<file path="config.mk">
export PLATFORM = sky130hd
export DESIGN_NAME = gcd_job_sequencer
export DESIGN_NICKNAME = d
export VERILOG_FILES = /design/src/rtl/gcd_job_sequencer.sv
export SDC_FILE = /design/constraint.sdc
export NUM_CORES = 1
export LEC_CHECK = 0
export ABC_CLOCK_PERIOD_IN_PS = 2900
export BUFFER_PORTS_ARGS = -buffer_cell sky130_fd_sc_hd__buf_2
export CAP_MARGIN = 20
export CORE_MARGIN = 1.5
export CORE_UTILIZATION = 45
export DETAILED_ROUTE_END_ITERATION = 12
export PLACE_DENSITY = 0.74
export SYNTH_ARGS = -nofsm -noshare
export SYNTH_HDL_FRONTEND = slang
export SYNTH_SLANG_ARGS = --single-unit
</file>
<file path="constraint.sdc">
create_clock -name clk_i -period 2.9 [get_ports clk_i]
set_input_delay 0.29 -clock clk_i [delete_from_list [all_inputs] [get_ports clk_i]]
set_output_delay 0.29 -clock clk_i [all_outputs]
set_load 0.02 [all_outputs]
</file>
<file path="src/rtl/gcd_job_sequencer.sv">
`default_nettype none
// ============================================================================
// Module   : gcd_job_sequencer
// Brief    : Accepts operand pairs, launches an external GCD datapath, waits
//            for a result or timeout, and returns it over a valid/ready port.
// Revision : 1.0 - initial release
// ============================================================================
module gcd_job_sequencer #(
    parameter int BusSize      = 8,
    parameter int SettleCycles = 2,
    parameter int MaxCycles    = 600
) (
    input  logic               clk_i,
    input  logic               rst_ni,
    input  logic               in_valid_i,
    output logic               in_ready_o,
    input  logic [BusSize-1:0] a_i,
    input  logic [BusSize-1:0] b_i,
    output logic [BusSize-1:0] core_a_o,
    output logic [BusSize-1:0] core_b_o,
    input  logic [BusSize-1:0] core_result_i,
    output logic               out_valid_o,
    input  logic               out_ready_i,
    output logic [BusSize-1:0] out_result_o,
    output logic               out_timeout_o,
    output logic               busy_o
);

    // Counter is shared by SETTLE and RUN, so size it for the larger limit.
    localparam int c_CNT_MAX = (MaxCycles > SettleCycles) ? MaxCycles : SettleCycles;
    localparam int c_CNT_W   = $clog2(c_CNT_MAX + 1);

    localparam logic [c_CNT_W-1:0] c_SETTLE_LAST = c_CNT_W'((SettleCycles > 0) ? SettleCycles - 1 : 0);
    localparam logic [c_CNT_W-1:0] c_RUN_LAST    = c_CNT_W'((MaxCycles > 0) ? MaxCycles - 1 : 0);

    localparam logic [1:0] c_IDLE   = 2'd0;
    localparam logic [1:0] c_SETTLE = 2'd1;
    localparam logic [1:0] c_RUN    = 2'd2;
    localparam logic [1:0] c_RESP   = 2'd3;

    logic [1:0]         r_state;
    logic [c_CNT_W-1:0] r_cnt;
    logic [BusSize-1:0] r_a;
    logic [BusSize-1:0] r_b;
    logic [BusSize-1:0] r_result;
    logic               r_timeout;
    logic               w_zero_op;
    logic               w_core_done;

    assign w_zero_op   = (a_i == '0) || (b_i == '0);
    assign w_core_done = (core_result_i != '0);

    always_ff @(posedge clk_i or negedge rst_ni) begin
        if (!rst_ni) begin
            r_state   <= c_IDLE;
            r_cnt     <= '0;
            r_a       <= '0;
            r_b       <= '0;
            r_result  <= '0;
            r_timeout <= 1'b0;
        end else begin
            case (r_state)
                c_IDLE: begin
                    if (in_valid_i) begin
                        r_a   <= a_i;
                        r_b   <= b_i;
                        r_cnt <= '0;
                        if (w_zero_op) begin
                            r_result  <= '0;
                            r_timeout <= 1'b0;
                            r_state   <= c_RESP;
                        end else if (SettleCycles == 0) begin
                            r_state <= c_RUN;
                        end else begin
                            r_state <= c_SETTLE;
                        end
                    end
                end
                c_SETTLE: begin
                    if (r_cnt == c_SETTLE_LAST) begin
                        r_cnt   <= '0;
                        r_state <= c_RUN;
                    end else begin
                        r_cnt <= r_cnt + 1'b1;
                    end
                end
                c_RUN: begin
                    if (r_cnt != c_RUN_LAST) begin
                        r_cnt <= r_cnt + 1'b1;
                    end
                    // A real result wins over a timeout landing on the same cycle.
                    if (w_core_done) begin
                        r_result  <= core_result_i;
                        r_timeout <= 1'b0;
                        r_state   <= c_RESP;
                    end else if (r_cnt == c_RUN_LAST) begin
                        r_result  <= '0;
                        r_timeout <= 1'b1;
                        r_state   <= c_RESP;
                    end
                end
                c_RESP: begin
                    if (out_ready_i) begin
                        r_state <= c_IDLE;
                    end
                end
                default: r_state <= c_IDLE;
            endcase
        end
    end

    assign in_ready_o    = (r_state == c_IDLE);
    assign out_valid_o   = (r_state == c_RESP);
    assign busy_o        = (r_state != c_IDLE);
    assign core_a_o      = r_a;
    assign core_b_o      = r_b;
    assign out_result_o  = r_result;
    assign out_timeout_o = r_timeout;

endmodule
`default_nettype wire

</file>
After elaboration in Yosys (flattened, before gate mapping). Cells that the tools add are included.

Register bits after elaboration: 37. Input bits: 28. Output and inout bits: 28. Word-level logic and storage cells: 52.

Add/subtract/negate cells: 1. Eq/ne operators: 12. Multiplexer cells: 21. Reductions and logical operators: 12.

Operators by type and width (number): two-way mux 8 bit (4); two-way mux 10 bit (3); case mux 10 bit (3 select lines) (1); zero test 8 bit (2); case mux 8 bit (2 select lines) (1); two-way mux 2 bit (6); adder 10 x 1 -> 10 bit (second input constant) (1); equality test 10 x 1 -> 1 bit (second input constant) (1); equality test 10 bit (second input constant) (1); inequality test 10 bit (second input constant) (1); case mux 2 bit (4 select lines) (1); AND reduction 4 bit (2); nonzero test 8 bit (1); inequality test 2 bit (second input constant) (3); equality test 2 bit (second input constant) (2); two-way mux 1 bit (4); inequality test 2 x 1 -> 1 bit (second input constant) (2); nonzero test 2 bit (2); inequality test 3 bit (second input constant) (1); AND reduction 3 bit (1); nonzero test 3 bit (1); equality test 2 x 1 -> 1 bit (second input constant) (1); zero test 2 bit (1); case mux 1 bit (2 select lines) (1); 2 further kinds (2).

Logic depth before layout (Yosys ltp). Gate-level depths: netlist of run 1.

Word-level depth: 5. Depth in mapped cells: 9. Gate-level depth less buffers: 7.

Worst setup path after synthesis of run 1. No wires, ideal clock.

Path type: register to register. Start: register r_state[0]. End: register r_state[1]. Setup time: 127 ps. Data arrival time: 2225 ps. Data required time: 2773 ps. Setup slack: 547 ps. Cell stages (with the launch flop): 8. Path buffers: 0. Clock period less this slack: 2353 ps. Cell sequence: dfrtp_1 -> inv_1 -> ha_1 -> or4b_2 -> nor4_2 -> a21oi_4 -> and3_4 -> mux2_1.

Longest elaborated chain between the ends: 3. Elaborated cells on any way between the ends: 10. Classes of those cells: 7 x eq/ne; 1 x mux; 2 x reduce/logical.

RTL lines: from (decl) (RTL line 41) `logic [1:0] r_state;`; from (signal assigned) (RTL line 55) `r_state <= c_IDLE;`; from (signal assigned) (RTL line 71) `r_state <= c_RESP;`; from (signal assigned) (RTL line 73) `r_state <= c_RUN;`; equality test 2 bit, or another cell as far along (RTL line 62) `case (r_state)`; inequality test 3 bit (no line), or another cell as far along; AND reduction 4 bit (no line).

Several ways; a longest one is shown, not always the timed one. A chain may end at the register's enable or synchronous reset.

Final worst setup path of run 1. Same ends and word-level chain as after synthesis.

==> results of run 1 <==
[final cells by class]
type                       count  area (um2)  area share [%]
inverter                       6        22.5           0.980
tap                           50        62.6            2.72
clock buffer                   6        82.6            3.59
sequential                    37         926            40.3
multi-input combinational    110         870            37.8
clock inverter                 2        37.5            1.63
timing repair buffer          58         298            13.0
[cells in the mapped netlist, types with 2 or more instances]
cell,number
sky130_fd_sc_hd__dfrtp_1,37
sky130_fd_sc_hd__nor2b_1,2
sky130_fd_sc_hd__mux2_2,16
sky130_fd_sc_hd__a21oi_1,3
sky130_fd_sc_hd__nor4_1,4
sky130_fd_sc_hd__o21ai_0,10
sky130_fd_sc_hd__a21bo_2,8
sky130_fd_sc_hd__ha_1,6
sky130_fd_sc_hd__nand4_1,8
sky130_fd_sc_hd__or4b_2,2
sky130_fd_sc_hd__o21a_1,2
sky130_fd_sc_hd__nand2b_1,3
sky130_fd_sc_hd__o31ai_1,7
sky130_fd_sc_hd__clkbuf_1,3
sky130_fd_sc_hd__nand3_1,4
sky130_fd_sc_hd__inv_1,6
sky130_fd_sc_hd__nand2_1,9
sky130_fd_sc_hd__and4_1,2
sky130_fd_sc_hd__nor2_1,5
[flip-flops by register name, summed over array words and instances (netlist names)]
signal / flops
out_result_o: 8
r_cnt: 10
r_state: 2
core_b_o: 8
out_timeout_o: 1
core_a_o: 8
[metrics by stage]
stage,setup WS [ps],std cells,hold WS (ps)
3_5_place_dp,457,261,430
5_1_grt,363,269,142
6_report,448,269,86.4
4_1_cts,442,269,114
2_1_floorplan,547,158,-5.59
3_3_place_gp,532,261,428
[power by group through the flow]
stage | clock network, W | registers (W) | logic [W]
finish | 0.000461 | 0.000516 | 0.0000344
global route | 0.000501 | 0.000515 | 0.0000392
CTS | 0.000476 | 0.000515 | 0.0000356
detailed placement | 0 | 0.000526 | 0.0000355
global placement | 0 | 0.000526 | 0.0000349
floorplan | 0 | 0.000526 | 0.00000214
[kinds of logic (layout without fill, tap and decap cells)]
| group | count (synthesis) | count (layout) |
|---|---|---|
| AOI/OAI and AO/OA | 35 | 35 |
| adders and majority gates | 6 | 6 |
| buffers and inverters | 11 | 72 |
| DFF | 37 | 37 |
| muxes | 19 | 19 |
| and+or+nand+nor | 50 | 50 |
[layer usage]
layer,vias to the layer above,GRT usage [%]
met1,695,23.4
met2,48,32.0
li1,710,-
met5,-,0
met4,0,9.69
met3,4,5.74
[final timing paths]
kind | start | to | slack (ps) | cells past startpoint
setup / recovery | r_state[0] | r_state[1] | 450 | 7
hold / removal | rst_ni | out_result_o[2] | 90 | 1
setup reg to reg | r_state[0] | r_state[1] | 450 | 7
hold reg to reg | out_result_o[3] | out_result_o[3] | 490 | 1
max in group asynchronous | rst_ni | r_state[1] | 2320 | 1
min in group clk_i | a_i[2] | core_a_o[2] | 250 | 2
[placed cells by master, fill, tap and decap left out, types with 2 or more instances in the layout]
cell                       instances
sky130_fd_sc_hd__o21a_1            2
sky130_fd_sc_hd__mux2_2           16
sky130_fd_sc_hd__nand4_1           8
sky130_fd_sc_hd__clkbuf_8          6
sky130_fd_sc_hd__o31ai_1           7
sky130_fd_sc_hd__nand2_1           9
sky130_fd_sc_hd__nand3_1           4
sky130_fd_sc_hd__nor2b_1           2
sky130_fd_sc_hd__or4b_2            2
sky130_fd_sc_hd__nor4_1            4
sky130_fd_sc_hd__and4_1            2
sky130_fd_sc_hd__a21bo_2           8
sky130_fd_sc_hd__ha_1              6
sky130_fd_sc_hd__inv_1             6
sky130_fd_sc_hd__a21oi_1           3
sky130_fd_sc_hd__o21ai_0          10
sky130_fd_sc_hd__buf_2            55
sky130_fd_sc_hd__buf_4             3
sky130_fd_sc_hd__nand2b_1          3
sky130_fd_sc_hd__nor2_1            5
sky130_fd_sc_hd__dfrtp_1          37
==> metrics.txt, run 1 <==
# TYPE chip_impl_metric gauge
chip_impl_metric{name="total_power_divided_by_cell_area",unit="mW/mm2"} 440
chip_impl_metric{name="post-route-min-period",unit="ps"} 2450
chip_impl_info{name="rsz0062_at_grt",value="no"} 1
chip_impl_info{name="crit_family",value="simple AND/OR/NAND/NOR gates"} 1
chip_impl_metric{name="vias_in_the_first_global_route",unit=""} 1421
chip_impl_metric{name="final_util",unit="%"} 57.9
chip_impl_info{name="cts-root-buf",value="sky130_fd_sc_hd__clkbuf_8"} 1
chip_impl_metric{name="area_delta_synth_final",unit="%"} 25.0
chip_impl_metric{name="post-synth-top-area-fraction",unit="%"} 50.3
chip_impl_metric{name="slew_headroom",unit="%"} 47.0
chip_impl_metric{name="synth_simple_gate_area_share",unit="%"} 17.5
chip_impl_metric{name="syn_inst",unit=""} 158
chip_impl_metric{name="switchingPower",unit="W"} 0.000202
chip_impl_metric{name="complex_gate_fraction_of_the_synthesized_area",unit="%"} 13.9
chip_impl_metric{name="final_hold_violation_count",unit=""} 0
chip_impl_metric{name="die_area",unit="mm2"} 0.00448
chip_impl_metric{name="finalWeightedCongestion",unit=""} 0.786
chip_impl_info{name="critPathLaunchType",value="flip-flop"} 1
chip_impl_metric{name="tns",unit="ps"} 0
chip_impl_metric{name="postSynth.asyncResetShare",unit="%"} 100
chip_impl_metric{name="syn_nets",unit=""} 192
chip_impl_info{name="synth.area.top_cells",value="sky130_fd_sc_hd__dfrtp_1, sky130_fd_sc_hd__mux2_2, sky130_fd_sc_hd__a21bo_2"} 1
chip_impl_metric{name="fill_cells",unit=""} 332
chip_impl_metric{name="cp_max_fo",unit=""} 10
chip_impl_metric{name="grt_pass1_wl",unit="um"} 6410
chip_impl_metric{name="least_margin_pin_slew",unit="ps"} 795
chip_impl_metric{name="cts.repair_timing.setup_buffer_count",unit=""} 0
chip_impl_metric{name="mux_cell_area_share_after_synthesis",unit="%"} 11.8
chip_impl_metric{name="ys_seq_elements",unit=""} 37
chip_impl_metric{name="cp_data_arrival_time",unit="ps"} 2620
chip_impl_metric{name="avgSynthCellArea",unit="um2"} 11.6
chip_impl_info{name="synth_ff_type",value="sky130_fd_sc_hd__dfrtp_1"} 1
chip_impl_metric{name="grt_antenna_before_repair",unit=""} 0
chip_impl_metric{name="combinationalPowerShare",unit="%"} 3.4
chip_impl_metric{name="floorplan.die.height",unit="um"} 66.9
chip_impl_metric{name="setup-violations-final",unit=""} 0
chip_impl_metric{name="max_stage_delay",unit="ps"} 610
chip_impl_info{name="synth_top_family_by_area",value="simple AND/OR/NAND/NOR gates"} 1
chip_impl_info{name="cp_cell_sequence",value="inv_1 -> ha_1 -> or4b_2 -> nor4_2 -> a21oi_4 -> and3_4 -> mux2_1"} 1
chip_impl_metric{name="cell_internal_pwr",unit="W"} 0.000809
chip_impl_metric{name="yosys_warnings",unit=""} 0
chip_impl_metric{name="sw_share",unit="%"} 20.0
chip_impl_metric{name="skew",unit="ps"} 7.83
chip_impl_metric{name="clock_share_of_power",unit="%"} 45.6
chip_impl_metric{name="final_min_period_over_clock_period",unit="%"} 84.6
chip_impl_metric{name="initial_utilization",unit="%"} 46.3
chip_impl_metric{name="insertion_delay",unit="ps"} 290
chip_impl_metric{name="drive_gt1_share",unit="%"} 46.1
chip_impl_metric{name="max-clock-path-buffers",unit=""} 2
chip_impl_metric{name="ctsResizeCount",unit=""} 0
chip_impl_metric{name="count_of_buffer_and_inverter_cells_on_the_critical_path",unit=""} 1
chip_impl_metric{name="timing_max_transition_violations_final",unit=""} 0
chip_impl_metric{name="count_of_flip_flops_with_a_built_in_enable_after_synthesis",unit=""} 0
chip_impl_metric{name="critPathRequiredTime",unit="ps"} 3070
chip_impl_info{name="dr.max_layer_used",value="met4"} 1
chip_impl_metric{name="finalPower",unit="W"} 0.00101
chip_impl_info{name="critical_path.slowest_cell",value="sky130_fd_sc_hd__or4b_2"} 1
chip_impl_metric{name="viasPerCell",unit=""} 5.42
chip_impl_info{name="clock_tree_from_tritoncts",value="yes"} 1
chip_impl_metric{name="dr.pass1.iters",unit=""} 4
chip_impl_metric{name="insertedDiodeCount",unit=""} 0
chip_impl_metric{name="drv.max_cap_violation_count",unit=""} 0
chip_impl_metric{name="finish.net_count",unit=""} 252
chip_impl_metric{name="hpwlAfterDp",unit="um"} 2870
chip_impl_metric{name="rows",unit=""} 23
chip_impl_metric{name="grt_overflow_total",unit=""} 0
chip_impl_metric{name="p_leak",unit="nW"} 1.16
chip_impl_metric{name="post-route-cell-area",unit="mm2"} 0.00230
chip_impl_info{name="outcome",value="finished, final reports clean"} 1
chip_impl_info{name="min_path_type",value="in -> async"} 1
chip_impl_metric{name="initialDrtViolationCount",unit=""} 54
chip_impl_metric{name="synthAdderAreaFrac",unit="%"} 4.08
chip_impl_metric{name="detailroute.via_count",unit=""} 1457
chip_impl_metric{name="sequentialPowerShare",unit="%"} 51.0
chip_impl_metric{name="cts_hold_bufs",unit=""} 0
chip_impl_metric{name="cts.sink_count",unit=""} 37
chip_impl_info{name="critical_path.endpoint_type",value="flip-flop"} 1
chip_impl_metric{name="worst_setup_hold_path_clk_slew",unit="ps"} 70
chip_impl_metric{name="io_pins",unit=""} 56
chip_impl_metric{name="syn-cell-area",unit="mm2"} 0.00184
chip_impl_metric{name="met3_wirelength",unit="um"} 246
chip_impl_metric{name="worst_vdd_rail_ir_drop",unit="mV"} 0.258
chip_impl_metric{name="die_width",unit="um"} 66.9
chip_impl_metric{name="place.port_buffers",unit=""} 55
chip_impl_info{name="netlist.top_cell.by_area",value="sky130_fd_sc_hd__dfrtp_1"} 1
chip_impl_metric{name="finalWirelength",unit="um"} 3850
chip_impl_metric{name="route.detailed.drc",unit=""} 0
chip_impl_metric{name="grt_max_degree",unit=""} 38
chip_impl_metric{name="cts-htree-levels",unit=""} 2
chip_impl_metric{name="synth_xor_area_share",unit="%"} 0
chip_impl_metric{name="antenna_left",unit=""} 0
chip_impl_metric{name="dpl-instance-area",unit="mm2"} 0.00218
chip_impl_metric{name="avgRoutedWirePerCell",unit="um"} 14.3
chip_impl_metric{name="groute.usage.overall",unit="%"} 19.6
chip_impl_metric{name="fmaxAchievable",unit="GHz"} 0.408
chip_impl_metric{name="number_of_cts_inserted_buffers",unit=""} 5
chip_impl_metric{name="met1_length",unit="um"} 1650
chip_impl_metric{name="placeableCoreArea",unit="mm2"} 0.00397
chip_impl_metric{name="dr_wl_met2",unit="um"} 1900
chip_impl_metric{name="synth_sequential_area_ratio",unit="%"} 50.3
chip_impl_metric{name="synthDistinctLibCells",unit=""} 40
chip_impl_info{name="critical_path_class",value="reg -> reg"} 1
(Power assumes the default switching activity.)
==> run 2: changes to the inputs <==
- ABC_CLOCK_PERIOD_IN_PS: 2900 -> 2100
- PLACE_DENSITY: 0.74 -> 0.77
- clock period: 2.9 -> 2.1 ns (I/O delays scaled with it)
==> metrics.txt, run 2 (same netlist as run 1, synthesis figures left out) <==
# TYPE chip_impl_metric gauge
chip_impl_info{name="outcome",value="finished with violations"} 1
chip_impl_info{name="failed_checks",value="setup timing"} 1
chip_impl_metric{name="place.port_buffers",unit=""} 55
chip_impl_metric{name="die_width",unit="um"} 66.9
chip_impl_metric{name="finalWirelength",unit="um"} 4500
chip_impl_metric{name="final_min_period_over_clock_period",unit="%"} 102
chip_impl_info{name="critical_path.endpoint_type",value="flip-flop"} 1
chip_impl_metric{name="max_stage_delay",unit="ps"} 540
chip_impl_metric{name="cts-htree-levels",unit=""} 2
chip_impl_metric{name="grt_antenna_before_repair",unit=""} 0
chip_impl_metric{name="count_of_buffer_and_inverter_cells_on_the_critical_path",unit=""} 0
chip_impl_metric{name="final_util",unit="%"} 65.6
chip_impl_metric{name="worst_vdd_rail_ir_drop",unit="mV"} 0.301
chip_impl_metric{name="grt_pass1_wl",unit="um"} 7060
chip_impl_metric{name="total_power_divided_by_cell_area",unit="mW/mm2"} 542
chip_impl_metric{name="io_pins",unit=""} 56
chip_impl_metric{name="finalWeightedCongestion",unit=""} 0.805
chip_impl_info{name="mostFrequentLayoutCells",value="sky130_fd_sc_hd__buf_2, sky130_fd_sc_hd__dfrtp_1, sky130_fd_sc_hd__buf_4, sky130_fd_sc_hd__mux2_2, sky130_fd_sc_hd__nand2_1"} 1
chip_impl_metric{name="initial_utilization",unit="%"} 46.3
chip_impl_metric{name="cp_max_fo",unit=""} 5
chip_impl_info{name="critPathLaunchType",value="flip-flop"} 1
chip_impl_metric{name="cts.sink_count",unit=""} 37
chip_impl_info{name="critical_path.slowest_cell",value="sky130_fd_sc_hd__or4_4"} 1
chip_impl_metric{name="grt_overflow_total",unit=""} 0
chip_impl_metric{name="slew_headroom",unit="%"} 45.6
chip_impl_metric{name="fin_worst_hold_slack",unit="ps"} 6.71
chip_impl_metric{name="detailroute.via_count",unit=""} 1629
chip_impl_metric{name="skew",unit="ps"} 4.07
chip_impl_metric{name="final_hold_violation_count",unit=""} 0
chip_impl_metric{name="initialDrtViolationCount",unit=""} 57
chip_impl_metric{name="drv.max_cap_violation_count",unit=""} 0
chip_impl_metric{name="groute.usage.overall",unit="%"} 21.5
chip_impl_metric{name="number_of_cts_inserted_buffers",unit=""} 5
chip_impl_metric{name="timing_max_transition_violations_final",unit=""} 0
chip_impl_metric{name="max-clock-path-buffers",unit=""} 2
chip_impl_metric{name="viasPerCell",unit=""} 5.43
chip_impl_info{name="commonest_non_fill_non_tap_cell_in_the_layout",value="sky130_fd_sc_hd__buf_2"} 1
chip_impl_metric{name="grt_max_degree",unit=""} 38
chip_impl_metric{name="least_margin_pin_slew",unit="ps"} 815
chip_impl_info{name="max_flop_register",value="r_cnt"} 1
chip_impl_metric{name="floorplan.die.height",unit="um"} 66.9
chip_impl_metric{name="area_delta_synth_final",unit="%"} 41.6
chip_impl_metric{name="cp_data_arrival_time",unit="ps"} 2320
chip_impl_metric{name="insertedDiodeCount",unit=""} 0
chip_impl_info{name="min_path_type",value="in -> async"} 1
chip_impl_metric{name="dr.pass1.iters",unit=""} 4
chip_impl_metric{name="finish.net_count",unit=""} 283
chip_impl_metric{name="post-route-min-period",unit="ps"} 2140
chip_impl_metric{name="drive_gt1_share",unit="%"} 55.6
chip_impl_metric{name="hpwlAfterDp",unit="um"} 3210
chip_impl_info{name="clock_tree_from_tritoncts",value="yes"} 1
chip_impl_metric{name="place_worst_setup_slack",unit="ps"} -79.0
chip_impl_metric{name="vias_in_the_first_global_route",unit=""} 1586
chip_impl_metric{name="die_area",unit="mm2"} 0.00448
chip_impl_metric{name="reg2reg_setup_slack",unit="ps"} -40
chip_impl_metric{name="fmaxAchievable",unit="GHz"} 0.467
chip_impl_metric{name="largest_register_ff_count",unit=""} 10
chip_impl_metric{name="cts_hold_bufs",unit=""} 0
chip_impl_metric{name="critPathRequiredTime",unit="ps"} 2280
chip_impl_info{name="cp_cell_sequence",value="or4_4 -> or3_4 -> a21oi_4 -> and3_4 -> mux2_4"} 1
chip_impl_info{name="crit_family",value="simple AND/OR/NAND/NOR gates"} 1
chip_impl_metric{name="worst_setup_hold_path_clk_slew",unit="ps"} 80
chip_impl_metric{name="setup-violations-final",unit=""} 5
chip_impl_info{name="rsz0062_at_grt",value="yes"} 1
chip_impl_metric{name="insertion_delay",unit="ps"} 290
chip_impl_metric{name="antenna_left",unit=""} 0
chip_impl_metric{name="final_critical_path_setup_slack",unit="ps"} -41.1
chip_impl_metric{name="fill_cells",unit=""} 306
chip_impl_metric{name="tns",unit="ps"} -62.0
chip_impl_metric{name="finalPower",unit="W"} 0.00141
chip_impl_metric{name="rows",unit=""} 23
chip_impl_metric{name="placeableCoreArea",unit="mm2"} 0.00397
chip_impl_metric{name="avgRoutedWirePerCell",unit="um"} 15.0
chip_impl_metric{name="route.detailed.drc",unit=""} 0
chip_impl_info{name="critical_path_class",value="reg -> reg"} 1
chip_impl_metric{name="p_leak",unit="nW"} 1.32
chip_impl_info{name="cts-root-buf",value="sky130_fd_sc_hd__clkbuf_8"} 1
==> run 2: cell types whose count changed in the layout (fill, tap and decap cells not counted), sizes merged <==
cell    delta
buf       +30
nand3b     +1
==> run 2: worst register-to-register path, cell delays in order (launching register included) <==
cell,delay [ps]
sky130_fd_sc_hd__dfrtp_1,400
sky130_fd_sc_hd__or4_4,540
sky130_fd_sc_hd__or3_4,360
sky130_fd_sc_hd__a21oi_4,220
sky130_fd_sc_hd__and3_4,230
sky130_fd_sc_hd__mux2_4,290
==> run 2: through the flow <==
stage	cell area (um2)	std cells
3_3_place_gp	2380	284
3_5_place_dp	2380	284
4_1_cts	2540	295
6_report	2600	300
5_1_grt	2600	300
2_1_floorplan	1870	158
==> run 2: timing repair <==
action,in CTS,in global routing
endpoints found under the setup margin,19,21
pin swaps,2,5
cloned,1,1
gates resized for setup,5,6
buffers inserted,2,4
==> run 2: power by group <==
| part | switching (W) | internal, W |
|---|---|---|
| combinational | 0.0000290 | 0.0000200 |
| sequential | 0 | 0.000712 |
| clock | 0.000263 | 0.000386 |
==> run 2: final cells by class <==
type / instances / area, um2 / share of cell area [%]
tap: 50 / 62.6 / 2.40
timing repair buffer: 88 / 523 / 20.1
sequential: 37 / 926 / 35.6
clock buffer: 6 / 82.6 / 3.17
clock inverter: 2 / 37.5 / 1.44
multi-input combinational: 111 / 950 / 36.5
inverter: 6 / 22.5 / 0.865
==> run 2: final timing paths <==
check,start,endpoint,cells past startpoint
max,r_cnt[3],r_state[1],5
min,rst_ni,core_b_o[3],1
max reg2reg,r_cnt[3],r_state[1],5
min reg2reg,out_result_o[7],out_result_o[7],1
max in group asynchronous,rst_ni,out_result_o[7],1
min in group clk_i,b_i[3],core_b_o[3],2
==> run 2: metal layers <==
layer | share of wire [%] | routed length, um | vias up | track usage, %
met2 | 49 | 2210 | 57 | 35.5
met3 | 6.3 | 283 | 10 | 5.91
met1 | 42 | 1910 | 788 | 26.0
met5 | 0 | 0 | - | 0
li1 | - | - | 774 | -
met4 | 2.1 | 95 | 0 | 9.95
==> run 3: changes to the inputs <==
- ABC_CLOCK_PERIOD_IN_PS: 2100 -> 2150
- PLACE_DENSITY: 0.77 -> 0.74
- clock period: 2.1 -> 2.15 ns (I/O delays scaled with it)
==> metrics.txt, run 3 (same netlist as run 1, synthesis figures left out) <==
# TYPE chip_impl_metric gauge
chip_impl_metric{name="worst_setup_hold_path_clk_slew",unit="ps"} 80
chip_impl_metric{name="p_leak",unit="nW"} 1.29
chip_impl_metric{name="rows",unit=""} 23
chip_impl_info{name="timing.rr.start",value="r_cnt[5]"} 1
chip_impl_metric{name="fin_worst_hold_slack",unit="ps"} 14.4
chip_impl_metric{name="finalWeightedCongestion",unit=""} 0.782
chip_impl_info{name="max_flop_register",value="r_cnt"} 1
chip_impl_metric{name="place.port_buffers",unit=""} 55
chip_impl_metric{name="io_pins",unit=""} 56
chip_impl_metric{name="detailroute.via_count",unit=""} 1566
chip_impl_metric{name="fill_cells",unit=""} 303
chip_impl_metric{name="finish.net_count",unit=""} 275
chip_impl_metric{name="area_delta_synth_final",unit="%"} 38.8
chip_impl_metric{name="stdcell_count",unit=""} 292
chip_impl_metric{name="cell_internal_pwr",unit="W"} 0.00109
chip_impl_metric{name="avgRoutedWirePerCell",unit="um"} 14.4
chip_impl_metric{name="least_margin_pin_slew",unit="ps"} 815
chip_impl_metric{name="die_width",unit="um"} 66.9
chip_impl_info{name="critical_path.endpoint_type",value="flip-flop"} 1
chip_impl_metric{name="sequentialPowerShare",unit="%"} 51.0
chip_impl_metric{name="critPathRequiredTime",unit="ps"} 2330
chip_impl_metric{name="number_of_cts_inserted_buffers",unit=""} 5
chip_impl_metric{name="worst_vdd_rail_ir_drop",unit="mV"} 0.355
chip_impl_metric{name="insertedDiodeCount",unit=""} 0
chip_impl_info{name="commonest_non_fill_non_tap_cell_in_the_layout",value="sky130_fd_sc_hd__buf_2"} 1
chip_impl_info{name="critPathLaunchType",value="flip-flop"} 1
chip_impl_metric{name="finalWirelength",unit="um"} 4210
chip_impl_metric{name="total_area_of_multi_input_combinational_cells",unit="um2"} 951
chip_impl_metric{name="grt_antenna_before_repair",unit=""} 0
chip_impl_metric{name="insertion_delay",unit="ps"} 290
chip_impl_info{name="min_path_type",value="in -> async"} 1
chip_impl_metric{name="grt_pass1_wl",unit="um"} 6710
chip_impl_metric{name="initialDrtViolationCount",unit=""} 89
chip_impl_metric{name="placeableCoreArea",unit="mm2"} 0.00397
chip_impl_metric{name="die_area",unit="mm2"} 0.00448
chip_impl_metric{name="groute.usage.overall",unit="%"} 20.2
chip_impl_metric{name="final_hold_violation_count",unit=""} 0
chip_impl_metric{name="cts.sink_count",unit=""} 37
chip_impl_metric{name="viasPerCell",unit=""} 5.36
chip_impl_metric{name="largest_register_ff_count",unit=""} 10
chip_impl_metric{name="fmaxAchievable",unit="GHz"} 0.475
chip_impl_info{name="mostFrequentLayoutCells",value="sky130_fd_sc_hd__buf_2, sky130_fd_sc_hd__dfrtp_1, sky130_fd_sc_hd__buf_4, sky130_fd_sc_hd__mux2_2, sky130_fd_sc_hd__nand2_1"} 1
chip_impl_metric{name="switchingPower",unit="W"} 0.000271
chip_impl_metric{name="route.detailed.drc",unit=""} 0
chip_impl_metric{name="antenna_left",unit=""} 0
chip_impl_metric{name="grt_overflow_total",unit=""} 0
chip_impl_metric{name="final_util",unit="%"} 64.3
chip_impl_metric{name="place_worst_setup_slack",unit="ps"} 5.03
chip_impl_metric{name="cp_max_fo",unit=""} 4
chip_impl_metric{name="post-route-min-period",unit="ps"} 2100
chip_impl_metric{name="ff_latch_area",unit="um2"} 926
chip_impl_info{name="outcome",value="finished, final reports clean"} 1
chip_impl_metric{name="setup-violations-final",unit=""} 0
chip_impl_info{name="cts-root-buf",value="sky130_fd_sc_hd__clkbuf_8"} 1
chip_impl_metric{name="total_power_divided_by_cell_area",unit="mW/mm2"} 534
chip_impl_metric{name="slew_headroom",unit="%"} 45.7
chip_impl_metric{name="reg2reg_setup_slack",unit="ps"} 50
chip_impl_metric{name="timing.reg2reg.worst_path_depth",unit=""} 5
chip_impl_metric{name="initial_utilization",unit="%"} 46.3
chip_impl_metric{name="finalPower",unit="W"} 0.00136
chip_impl_metric{name="final_critical_path_setup_slack",unit="ps"} 46.7
chip_impl_metric{name="max-clock-path-buffers",unit=""} 2
chip_impl_metric{name="combinationalPowerShare",unit="%"} 3.5
chip_impl_metric{name="vias_in_the_first_global_route",unit=""} 1475
chip_impl_metric{name="final_min_period_over_clock_period",unit="%"} 97.8
chip_impl_metric{name="numPlacedInstances",unit=""} 279
chip_impl_metric{name="sw_share",unit="%"} 19.9
chip_impl_metric{name="cts-htree-levels",unit=""} 2
chip_impl_metric{name="timing_max_transition_violations_final",unit=""} 0
chip_impl_info{name="clock_tree_from_tritoncts",value="yes"} 1
chip_impl_metric{name="drv.max_cap_violation_count",unit=""} 0
chip_impl_metric{name="clock_share_of_power",unit="%"} 45.5
chip_impl_info{name="r2r-end",value="r_state[1]"} 1
chip_impl_metric{name="grt_max_degree",unit=""} 38
chip_impl_metric{name="drive_gt1_share",unit="%"} 55.4
chip_impl_info{name="critical_path_class",value="reg -> reg"} 1
chip_impl_metric{name="skew",unit="ps"} 7.91
chip_impl_metric{name="floorplan.die.height",unit="um"} 66.9
chip_impl_metric{name="hpwlAfterDp",unit="um"} 3020
chip_impl_metric{name="dr.pass1.iters",unit=""} 4
chip_impl_metric{name="cp_data_arrival_time",unit="ps"} 2280
run 3: area by class of cell:
type | count | area share, %
Inverter | 6 | 0.882
Tap cell | 50 | 2.45
Sequential cell | 37 | 36.3
Clock buffer | 6 | 3.23
Clock inverter | 2 | 1.47
Multi-Input combinational cell | 110 | 37.2
Timing Repair Buffer | 81 | 18.5
run 3: critical path, cell delays in order, from the launching register on:
cell	delay [ps]
sky130_fd_sc_hd__dfrtp_1	370
sky130_fd_sc_hd__or4_4	540
sky130_fd_sc_hd__or3_4	370
sky130_fd_sc_hd__a21oi_4	210
sky130_fd_sc_hd__and3_4	230
sky130_fd_sc_hd__mux2_4	290
run 3: layer usage:
metal	vias to the layer above	track usage, %	share of wire, %
li1	752	-	-
met1	754	25.2	43
met2	48	33.4	49
met3	12	5.07	5.5
met4	0	8.42	2.4
met5	-	0	0
run 3: worst max path at each step:
stage	end	slack (ps)	from	depth (start not counted)
after global routing	r_cnt[5]	-60	r_cnt[5]	8
after CTS	r_cnt[6]	-2	r_cnt[1]	8
after detailed placement	r_state[1]	5	r_cnt[3]	5
after floorplan	r_state[1]	-50	r_cnt[3]	5
final	r_state[1]	50	r_cnt[5]	5
after global placement	r_state[1]	40	r_state[0]	7
run 3: repair_timing:
action                                  in CTS  in global routing
endpoints found under the setup margin       9                 19
hold buffers                                 0                  0
gates cloned                                 0                  1
pin swaps                                    2                  4
buffers inserted                             2                  2
resized for setup                            1                 14
run 3: per-stage QoR:
| step | TNS (ps) | area (um2) |
|---|---|---|
| 2_1_floorplan | -50.4 | 1870 |
| 6_report | 0 | 2550 |
| 3_5_place_dp | 0 | 2340 |
| 3_3_place_gp | 0 | 2340 |
| 4_1_cts | -2.00 | 2480 |
| 5_1_grt | -118 | 2550 |
run 3: power groups by stage:
stage,Sequential [W],Combinational (W),Clock (W)
3_3_place_gp,0.000709,0.0000480,0
5_1_grt,0.000695,0.0000533,0.000668
6_report,0.000696,0.0000476,0.000620
2_1_floorplan,0.000709,0.00000334,0
3_5_place_dp,0.000709,0.0000486,0
4_1_cts,0.000695,0.0000487,0.000638
